===== src/rtl/reset_sequencer_pkg.sv =====
// Shared definitions for the reset sequencer.
// Holds the phase encoding driven on the phase output and the ENABLE/DISABLE
// levels used for the downstream channel resets (active-high).
package reset_sequencer_pkg;

  typedef enum logic [1:0] {
    HOLD    = 2'd0,
    RELEASE = 2'd1,
    RUN     = 2'd2,
    DONE    = 2'd3
  } phase_t;

  localparam logic ENABLE  = 1'b1;  // channel held in reset
  localparam logic DISABLE = 1'b0;  // channel released

  // Width of an index that can address n channels (at least one bit).
  function automatic int idx_width(input int n);
    return (n > 1) ? $clog2(n) : 1;
  endfunction

endpackage


===== src/rtl/reset_sequencer_seq_counter.sv =====
// seq_counter: loadable up-counter with synchronous clear, load and enable.
// Saturates at all-ones instead of wrapping.
// Ports:
//   clock      - system clock, rising edge
//   reset      - asynchronous active-low reset, clears the count
//   clear      - synchronous clear to zero (highest priority)
//   load       - synchronous load of load_value
//   load_value - value taken when load is high
//   enable     - count up by one when neither clear nor load is high
//   count      - current count
module seq_counter #(
  parameter int WIDTH = 16
) (
  input  logic             clock,
  input  logic             reset,
  input  logic             clear,
  input  logic             load,
  input  logic [WIDTH-1:0] load_value,
  input  logic             enable,
  output logic [WIDTH-1:0] count
);

  // NOTE: state registers use non-blocking assignments so every flop samples
  // the pre-edge values, independent of process evaluation order.
  always_ff @(posedge clock or negedge reset) begin
    if (!reset) begin
      count <= '0;
    end else if (clear) begin
      count <= '0;
    end else if (load) begin
      count <= load_value;
    end else if (enable && (count != '1)) begin
      count <= count + WIDTH'(1);
    end
  end

endmodule


===== src/rtl/reset_sequencer.sv =====
// reset_sequencer: releases CHANNELS downstream resets one after another
// (channel 0 after HOLD_CYCLES edges, then one every STAGE_GAP edges), then
// counts RUN_CYCLES edges in RUN before entering the terminal DONE phase.
// Ports:
//   clock         - system clock, rising edge
//   reset         - asynchronous active-low reset, aborts the sequence
//   soft_restart  - one-cycle request to restart from HOLD (beats pause)
//   pause         - level; freezes all sequencing state while high
//   channel_reset - per-channel reset, active-high, released in ascending order
//   phase         - current phase (HOLD/RELEASE/RUN/DONE)
//   run_active    - high while in RUN
//   done          - high in DONE
//   cycle_count   - RUN edges elapsed, saturating
module reset_sequencer
  import reset_sequencer_pkg::*;
#(
  parameter int CHANNELS    = 2,
  parameter int HOLD_CYCLES = 10,
  parameter int STAGE_GAP   = 4,
  parameter int RUN_CYCLES  = 500,
  parameter int CNT_WIDTH   = 16
) (
  input  logic                 clock,
  input  logic                 reset,
  input  logic                 soft_restart,
  input  logic                 pause,
  output logic [CHANNELS-1:0]  channel_reset,
  output logic [1:0]           phase,
  output logic                 run_active,
  output logic                 done,
  output logic [CNT_WIDTH-1:0] cycle_count
);

  localparam int     IDX_W   = idx_width(CHANNELS);
  localparam longint CNT_MAX = longint'((64'd1 << CNT_WIDTH) - 64'd1);

  // Parameter legality is enforced at elaboration time.
  if (CHANNELS < 1 || CHANNELS > 8) begin : g_bad_channels
    $error("reset_sequencer: CHANNELS must be 1..8");
  end
  if (HOLD_CYCLES < 1 || longint'(HOLD_CYCLES) > CNT_MAX) begin : g_bad_hold
    $error("reset_sequencer: HOLD_CYCLES out of range for CNT_WIDTH");
  end
  if (STAGE_GAP < 1 || longint'(CHANNELS) * longint'(STAGE_GAP) > CNT_MAX) begin : g_bad_gap
    $error("reset_sequencer: CHANNELS*STAGE_GAP out of range for CNT_WIDTH");
  end
  if (RUN_CYCLES < 0 || longint'(RUN_CYCLES) > CNT_MAX) begin : g_bad_run
    $error("reset_sequencer: RUN_CYCLES out of range for CNT_WIDTH");
  end

  // One extra bit so "count + 1" comparisons never wrap.
  typedef logic [CNT_WIDTH:0] ext_t;

  localparam ext_t             HOLD_LIM = ext_t'(HOLD_CYCLES);
  localparam ext_t             GAP_LIM  = ext_t'(STAGE_GAP);
  localparam ext_t             RUN_LIM  = ext_t'(RUN_CYCLES);
  localparam logic [IDX_W-1:0] LAST_IDX = IDX_W'(CHANNELS - 1);

  phase_t               state_q, state_d;
  logic [CHANNELS-1:0]  chan_q, chan_d;
  logic [IDX_W-1:0]     idx_q, idx_d;       // next channel to release
  logic [CNT_WIDTH-1:0] stage_count, run_count;
  logic                 stage_clear, stage_load, stage_en;
  logic                 run_clear, run_en;
  logic                 stage_hit, run_hit;

  // The stage counter restarts from zero after every release, so it only
  // ever has to reach HOLD_CYCLES or STAGE_GAP.
  seq_counter #(.WIDTH(CNT_WIDTH)) u_stage_cnt (
    .clock      (clock),
    .reset      (reset),
    .clear      (stage_clear),
    .load       (stage_load),
    .load_value ('0),
    .enable     (stage_en),
    .count      (stage_count)
  );

  seq_counter #(.WIDTH(CNT_WIDTH)) u_run_cnt (
    .clock      (clock),
    .reset      (reset),
    .clear      (run_clear),
    .load       (1'b0),
    .load_value ('0),
    .enable     (run_en),
    .count      (run_count)
  );

  // A hit means the current edge is the one that completes the interval.
  assign stage_hit = (ext_t'(stage_count) + ext_t'(1)) ==
                     ((state_q == HOLD) ? HOLD_LIM : GAP_LIM);
  assign run_hit   = (RUN_CYCLES != 0) &&
                     ((ext_t'(run_count) + ext_t'(1)) == RUN_LIM);

  // NOTE: every signal driven here gets a default first, so no path through
  // the block leaves a value unassigned and no latch is inferred.
  always_comb begin
    state_d     = state_q;
    chan_d      = chan_q;
    idx_d       = idx_q;
    stage_clear = 1'b0;
    stage_load  = 1'b0;
    stage_en    = 1'b0;
    run_clear   = 1'b0;
    run_en      = 1'b0;

    if (soft_restart) begin
      state_d     = HOLD;
      chan_d      = {CHANNELS{ENABLE}};
      idx_d       = '0;
      stage_clear = 1'b1;
      run_clear   = 1'b1;
    end else if (!pause) begin
      case (state_q)
        HOLD, RELEASE: begin
          stage_en = 1'b1;
          if (stage_hit) begin
            chan_d[idx_q] = DISABLE;
            stage_load    = 1'b1;
            if (idx_q == LAST_IDX) begin
              state_d = RUN;
            end else begin
              state_d = RELEASE;
              idx_d   = idx_q + IDX_W'(1);
            end
          end
        end
        RUN: begin
          run_en = 1'b1;
          if (run_hit) begin
            state_d = DONE;
          end
        end
        DONE: begin
          // Terminal until reset or soft_restart.
        end
        default: begin
          state_d = HOLD;
        end
      endcase
    end
  end

  // run_active and done are registered from the next state so they change on
  // the same edge as phase.
  always_ff @(posedge clock or negedge reset) begin
    if (!reset) begin
      state_q    <= HOLD;
      chan_q     <= {CHANNELS{ENABLE}};
      idx_q      <= '0;
      run_active <= 1'b0;
      done       <= 1'b0;
    end else begin
      state_q    <= state_d;
      chan_q     <= chan_d;
      idx_q      <= idx_d;
      run_active <= (state_d == RUN);
      done       <= (state_d == DONE);
    end
  end

  assign channel_reset = chan_q;
  assign phase         = state_q;
  assign cycle_count   = run_count;

endmodule


===== config.mk =====
export PLATFORM = sky130hd
export DESIGN_NAME = reset_sequencer
export DESIGN_NICKNAME = d
export VERILOG_FILES = /design/src/rtl/reset_sequencer_pkg.sv /design/src/rtl/reset_sequencer_seq_counter.sv /design/src/rtl/reset_sequencer.sv
export SDC_FILE = /design/constraint.sdc
export NUM_CORES = 1
export LEC_CHECK = 0
export BUFFER_PORTS_ARGS = -buffer_cell sky130_fd_sc_hd__buf_2
export CAP_MARGIN = 25
export CORE_MARGIN = 2
export CORE_UTILIZATION = 62
export CTS_CLUSTER_SIZE = 20
export DETAILED_ROUTE_END_ITERATION = 10
export PLACE_DENSITY = 0.9
export SYNTH_ARGS = -nofsm -noshare
export SYNTH_HDL_FRONTEND = slang
export SYNTH_HIERARCHICAL = 1
export SYNTH_SLANG_ARGS = --single-unit
export TNS_END_PERCENT = 20

===== constraint.sdc =====
create_clock -name clock -period 9.7 [get_ports clock]
set_input_delay 1.94 -clock clock [delete_from_list [all_inputs] [get_ports clock]]
set_output_delay 1.94 -clock clock [all_outputs]
set_load 0.02 [all_outputs]

; ---- After elaboration in Yosys (flattened, before gate mapping)
; Index checks and enable logic that the tools add are counted.
[classes]
n_addsub = 5
order_cmp = 2
n_eq_ne = 9
n_mux = 34
bitwise = 2
n_reduce_logical = 10
[op_table]
columns = op, n
row1 = $mux 16, 5
row2 = $add 16x1->17 const B, 2
row3 = $add 16x1->16 const B, 2
row4 = $ne 16x16->1 const B, 2
row5 = $mux 2, 9
row6 = $eq 17x4->1, 1
row7 = $eq 17x9->1 const B, 1
row8 = $mux 1, 17
row9 = $eq 2x2->1 const B, 3
row10 = $reduce_bool 2->1, 3
row11 = $mux 4, 1
row12 = $pmux 2 s2, 1
row13 = $logic_and 1x1->1, 3
row14 = $reduce_and 3->1, 1
row15 = $reduce_bool 3->1, 1
row16 = $and 2x2->2, 1
row17 = $eq 2x1->1 const B, 1
row18 = $logic_not 2->1, 1
row19 = $lt 1x2->1 const B, 1
row20 = $ne 2x2->1 const B, 1
row21 = $not 2->2, 1
row22 = $reduce_or 2->1, 1
row23 = $add 1x1->1 const B, 1
row24 = $demux 1 s1, 1
row25 = $ge 1x1->1 const B, 1
[totals]
regBits = 39
input_bits = 4
out_inout_bits = 22
wordCells = 69

; ---- Longest topological paths before layout
[logic_depth]
word_depth = 10
depth_mapped = 12
ltp_nobuf = 12

; ---- Modules after synthesis
; The synthesis kept the hierarchy.
[modules_own_cells]
columns = module, instances, cells_each, area_per_inst_um2, seq_area_each_um2
row1 = seq_counter, 2, 124, 1111.1, 400.4
row2 = reset_sequencer, 1, 99, 802.0, 177.7

; ---- Worst setup path before layout
; OpenSTA, ideal clock, no wires.
[synth_path]
path_type = input port to flip-flop
from = in soft_restart
to = reg u_run_cnt.count[14]
setup_ns = 0.122
arrival_ns = 3.746
required_time_ns = 9.578
slack_ns = 5.832
stages = 6
path_buffers = 1
path_cell_list = clkbuf_1 nor4b_1 nand4_1 or4_1 o21a_1 a2111oi_1
[synth_via]
elab_chain_cells = 3
word_cells_on_any_way = 5
cone_classes = mux (3) / reduce/logical (2)
[synth_lines]
columns = item, line_no
row1 = "start, declared", reset_sequencer.sv:25  ; input logic soft_restart,
row2 = $mux 1, reset_sequencer.sv:107  ; if (soft_restart) begin
row3 = via run_en, reset_sequencer.sv:64  ; logic run_clear, run_en;
row4 = $logic_and 1x1->1, reset_sequencer_seq_counter.sv:32  ; end else if (enable && (count != '1)) begin
row5 = $reduce_bool 2->1 (no line), n/a
row6 = "end signal, assigned", reset_sequencer_seq_counter.sv:31  ; count <= load_value;
row7 = "end signal, assigned", reset_sequencer_seq_counter.sv:33  ; count <= count + WIDTH'(1);
row8 = "end, declared", reset_sequencer_seq_counter.sv:20  ; output logic [WIDTH-1:0] count
; The timed path passes the listed nets, and every way through them passes these cells.
; A chain may end at the register's enable or synchronous reset.

; ---- Worst setup path after layout
; Same ends and word-level chain as after synthesis.

==> reports/summary.txt <==
outcome = finished clean
synth-to-layout area growth = 12.74%
largest net degree at the start of global routing = 41
final hold violations = 0
WS Path Type = in2reg
clock slew at reported path FFs = 80 ps
ys async rst share = 1.000
clk_lat worst skew = 300 ps
Synth top area share = 0.3062
CTS Root Cell = clkbuf_8
relative slew slack = 0.3043
crit-path max FO = 40
grt ovf = 0
Setup violations, final = 0
leak pwr = 1.303 nW
Post-Route M1 WL = 3.466 mm
ranking of synthesized cells by area = dfrtp_1, nor2_1, a311oi_1
Vias = 3,092
GPL Wtd Cong = 0.9616
routed length per placed instance = 16.88 um
Syn Area/Cell = 8.715 um^2
Seq cells post-synth = 39
CP endpoint kind = register
buffer count from post-CTS setup fixing = 0
hold_buf cts = 0
metal3 WL = 569 um
Post-CTS Resized = 0
post-route ant nets = 0
Num CTS Buffers = 5
GRT Overall Usage = 0.3029
largest area contributor in the netlist = dfrtp_1
Syn Std Cell Area = 3024 um^2
share of cells above drive strength 1 = 0.1464
R2R Setup Slk = 5460 ps
port bufs = 25
Least-Margin Pin Slew = 1041 ps
Max-Cap Viols = 0
DPL Wire Length = 5.352 mm
Ys Warns = 6
Initial Utilization = 0.6403
Die X = 73.84 um
Fin Clk Skew = 7.048 ps
Worst setup SP type = input port
num ports = 26
pwr/cell area = 97.09 nW/um^2
final wirelength = 7.933 mm
Final min period = 4589 ps
# nets final = 409
CTS H-tree depth = 2
Max Slew Vio Count = 0
dominant synthesized flop cell = dfrtp_1
total negative setup slack = 0 ps
DRT Pass-1 Iters = 5
WL met2 = 3.759 mm
period utilisation layout = 0.4731
DR vias/cell = 6.579
worst hold path type = reg2reg
die footprint = 5452 um^2
Post-synth EDFFs = 0
core area = 4723 um^2
Clock Sink Count = 39
Max Freq = 217.9 MHz
Top Layer Used = met4
placed insts = 462
row cnt = 25
first-pass GRT wire length = 13.01 mm
Ant. Diodes = 0
DR DRC count = 0
cell count after synthesis = 347
CTS tree = yes
Clock Tree Buf Depth = 2
RSZ-0062 raised after global routing = false
Synth cell types = 58
Fillers = 349
DRT iter0 DRCs = 299
Min Hold Slack = 504.0 ps
Worst VDD drop = 0.00007966 V
initial antenna violation count = 0
vias in the first global route = 2,789
Die Y = 73.84 um
Worst Path Arrival = 4750 ps
Worst EP required = 9870 ps
Post-Layout Cell Count = 470
sequential area share after synthesis = 0.3235
-- power by group --
| part | switching [mW] | total, mW | leakage (nW) | internal [mW] |
|---|---|---|---|---|
| sequential | 0.0118 | 0.180 | 0.523 | 0.168 |
| combinational | 0.0266 | 0.0399 | 0.740 | 0.0133 |
| clock | 0.0615 | 0.112 | 0.0402 | 0.0501 |
-- cell type report --
type / count / area [um^2] / share of cell area
timing repair buffer: 25 / 125.1 / 0.03670
inverter: 18 / 67.56 / 0.01982
multi-input combinational: 313 / 2066 / 0.6059
clock inverter: 3 / 20.02 / 0.005872
tap: 67 / 83.83 / 0.02459
sequential: 39 / 978.4 / 0.2870
clock buffer: 5 / 68.82 / 0.02018
-- synth_stat cells (all sizes together), types with 2 or more instances --
cell type,n
a2111oi,7
a211oi,2
a21oi,10
a221o,2
a311oi,13
a31oi,3
and2,2
and3,3
and4,12
buf,4
clkbuf,9
dfrtp,37
dfstp,2
ha,3
inv,18
nand2,20
nand2b,2
nand3,18
nand4,22
nand4b,4
nor2,31
nor3,6
nor3b,6
nor4,15
nor4b,6
o211a,2
o211ai,7
o21a,4
o21ai,23
o21bai,4
o31ai,4
or2,4
or3,14
or4,10
or4b,3
xnor2,4
-- critical path: stages --
cell	delay (ps)
buf_2	350
nor4b_2	1000
nand4_1	400
or4_1	530
o21a_1	190
a2111oi_1	330
-- worst paths after layout --
check	from	to	cells after the start
max in group asynchronous	reset	u_run_cnt/count[14]$_DFFE_PN0P_	1
worst min-delay path	channel_reset[1]$_DFFE_PN1P_	channel_reset[1]$_DFFE_PN1P_	2
worst max-delay path	soft_restart	u_run_cnt/count[14]$_DFFE_PN0P_	6
min in group asynchronous	reset	u_stage_cnt/count[0]$_DFFE_PN0P_	1
worst max register to register	u_stage_cnt/count[0]$_DFFE_PN0P_	u_stage_cnt/count[13]$_DFFE_PN0P_	11
worst min register to register	channel_reset[1]$_DFFE_PN1P_	channel_reset[1]$_DFFE_PN1P_	2
-- cell usage in the layout, fill, tap and decap left out, types with 5 or more instances in the layout --
| master | netlist | final |
|---|---|---|
| nor4b_1 | 6 | 5 |
| nor3_1 | 6 | 6 |
| nand4_1 | 18 | 18 |
| nor2_1 | 31 | 31 |
| nand3_1 | 18 | 18 |
| or3_1 | 14 | 14 |
| buf_2 | 4 | 25 |
| nor4_1 | 12 | 12 |
| nor3b_1 | 5 | 5 |
| nand2_1 | 20 | 20 |
| a311oi_1 | 13 | 13 |
| o211ai_1 | 7 | 7 |
| or4_1 | 9 | 9 |
| conb_1 | 1 | 37 |
| inv_1 | 16 | 16 |
| clkbuf_8 | 0 | 5 |
| o21ai_1 | 12 | 12 |
| and4_1 | 12 | 12 |
| a2111oi_2 | 5 | 5 |
| a21oi_1 | 9 | 9 |
| dfrtp_1 | 37 | 37 |
| o21ai_0 | 11 | 11 |
-- per-layer routing --
metal | track usage | vias to the layer above
met5 | 0 | -
met4 | 0.1152 | 0
met3 | 0.05213 | 19
met2 | 0.4861 | 162
met1 | 0.4071 | 1448
li1 | - | 1463
-- per-stage QoR --
| stage | instance area, um^2 | total power, mW | utilization | setup slack, ps |
|---|---|---|---|---|
| 2_1_floorplan | 3159 | 0.2062 | - | 5832 |
| 3_3_place_gp | 3321 | 0.2199 | 0.7030 | 5047 |
| 3_5_place_dp | 3321 | 0.2209 | 0.7030 | 4912 |
| 4_1_cts | 3410 | 0.3326 | 0.7219 | 5249 |
| 5_1_grt | 3410 | 0.3460 | 0.7219 | 5022 |
| 6_report | 3410 | 0.3310 | 0.7219 | 5111 |
-- cell families (layout without fill, tap and decap cells) --
group | after synthesis | after routing | share of synthesized area
buffers and inverters | 31 | 51 | 0.04013
AO/OA/AOI/OAI | 86 | 86 | 0.2127
flip-flops | 39 | 39 | 0.3235
adder cells (fa/ha/maj) | 3 | 3 | 0.01241
XOR/XNOR | 5 | 5 | 0.01448
other | 1 | 37 | 0.001240
AND/OR/NAND/NOR | 181 | 181 | 0.3906
multiplexers | 1 | 1 | 0.004963
-- registers in the layout, summed over array words and instances, names as in the netlist --
| register | count |
|---|---|
| u_run_cnt/count | 16 |
| u_stage_cnt/count | 16 |
| channel_reset | 2 |
| phase | 2 |
| done | 1 |
| idx_q | 1 |
| run_active | 1 |
Power figures use the tool's default switching activity.
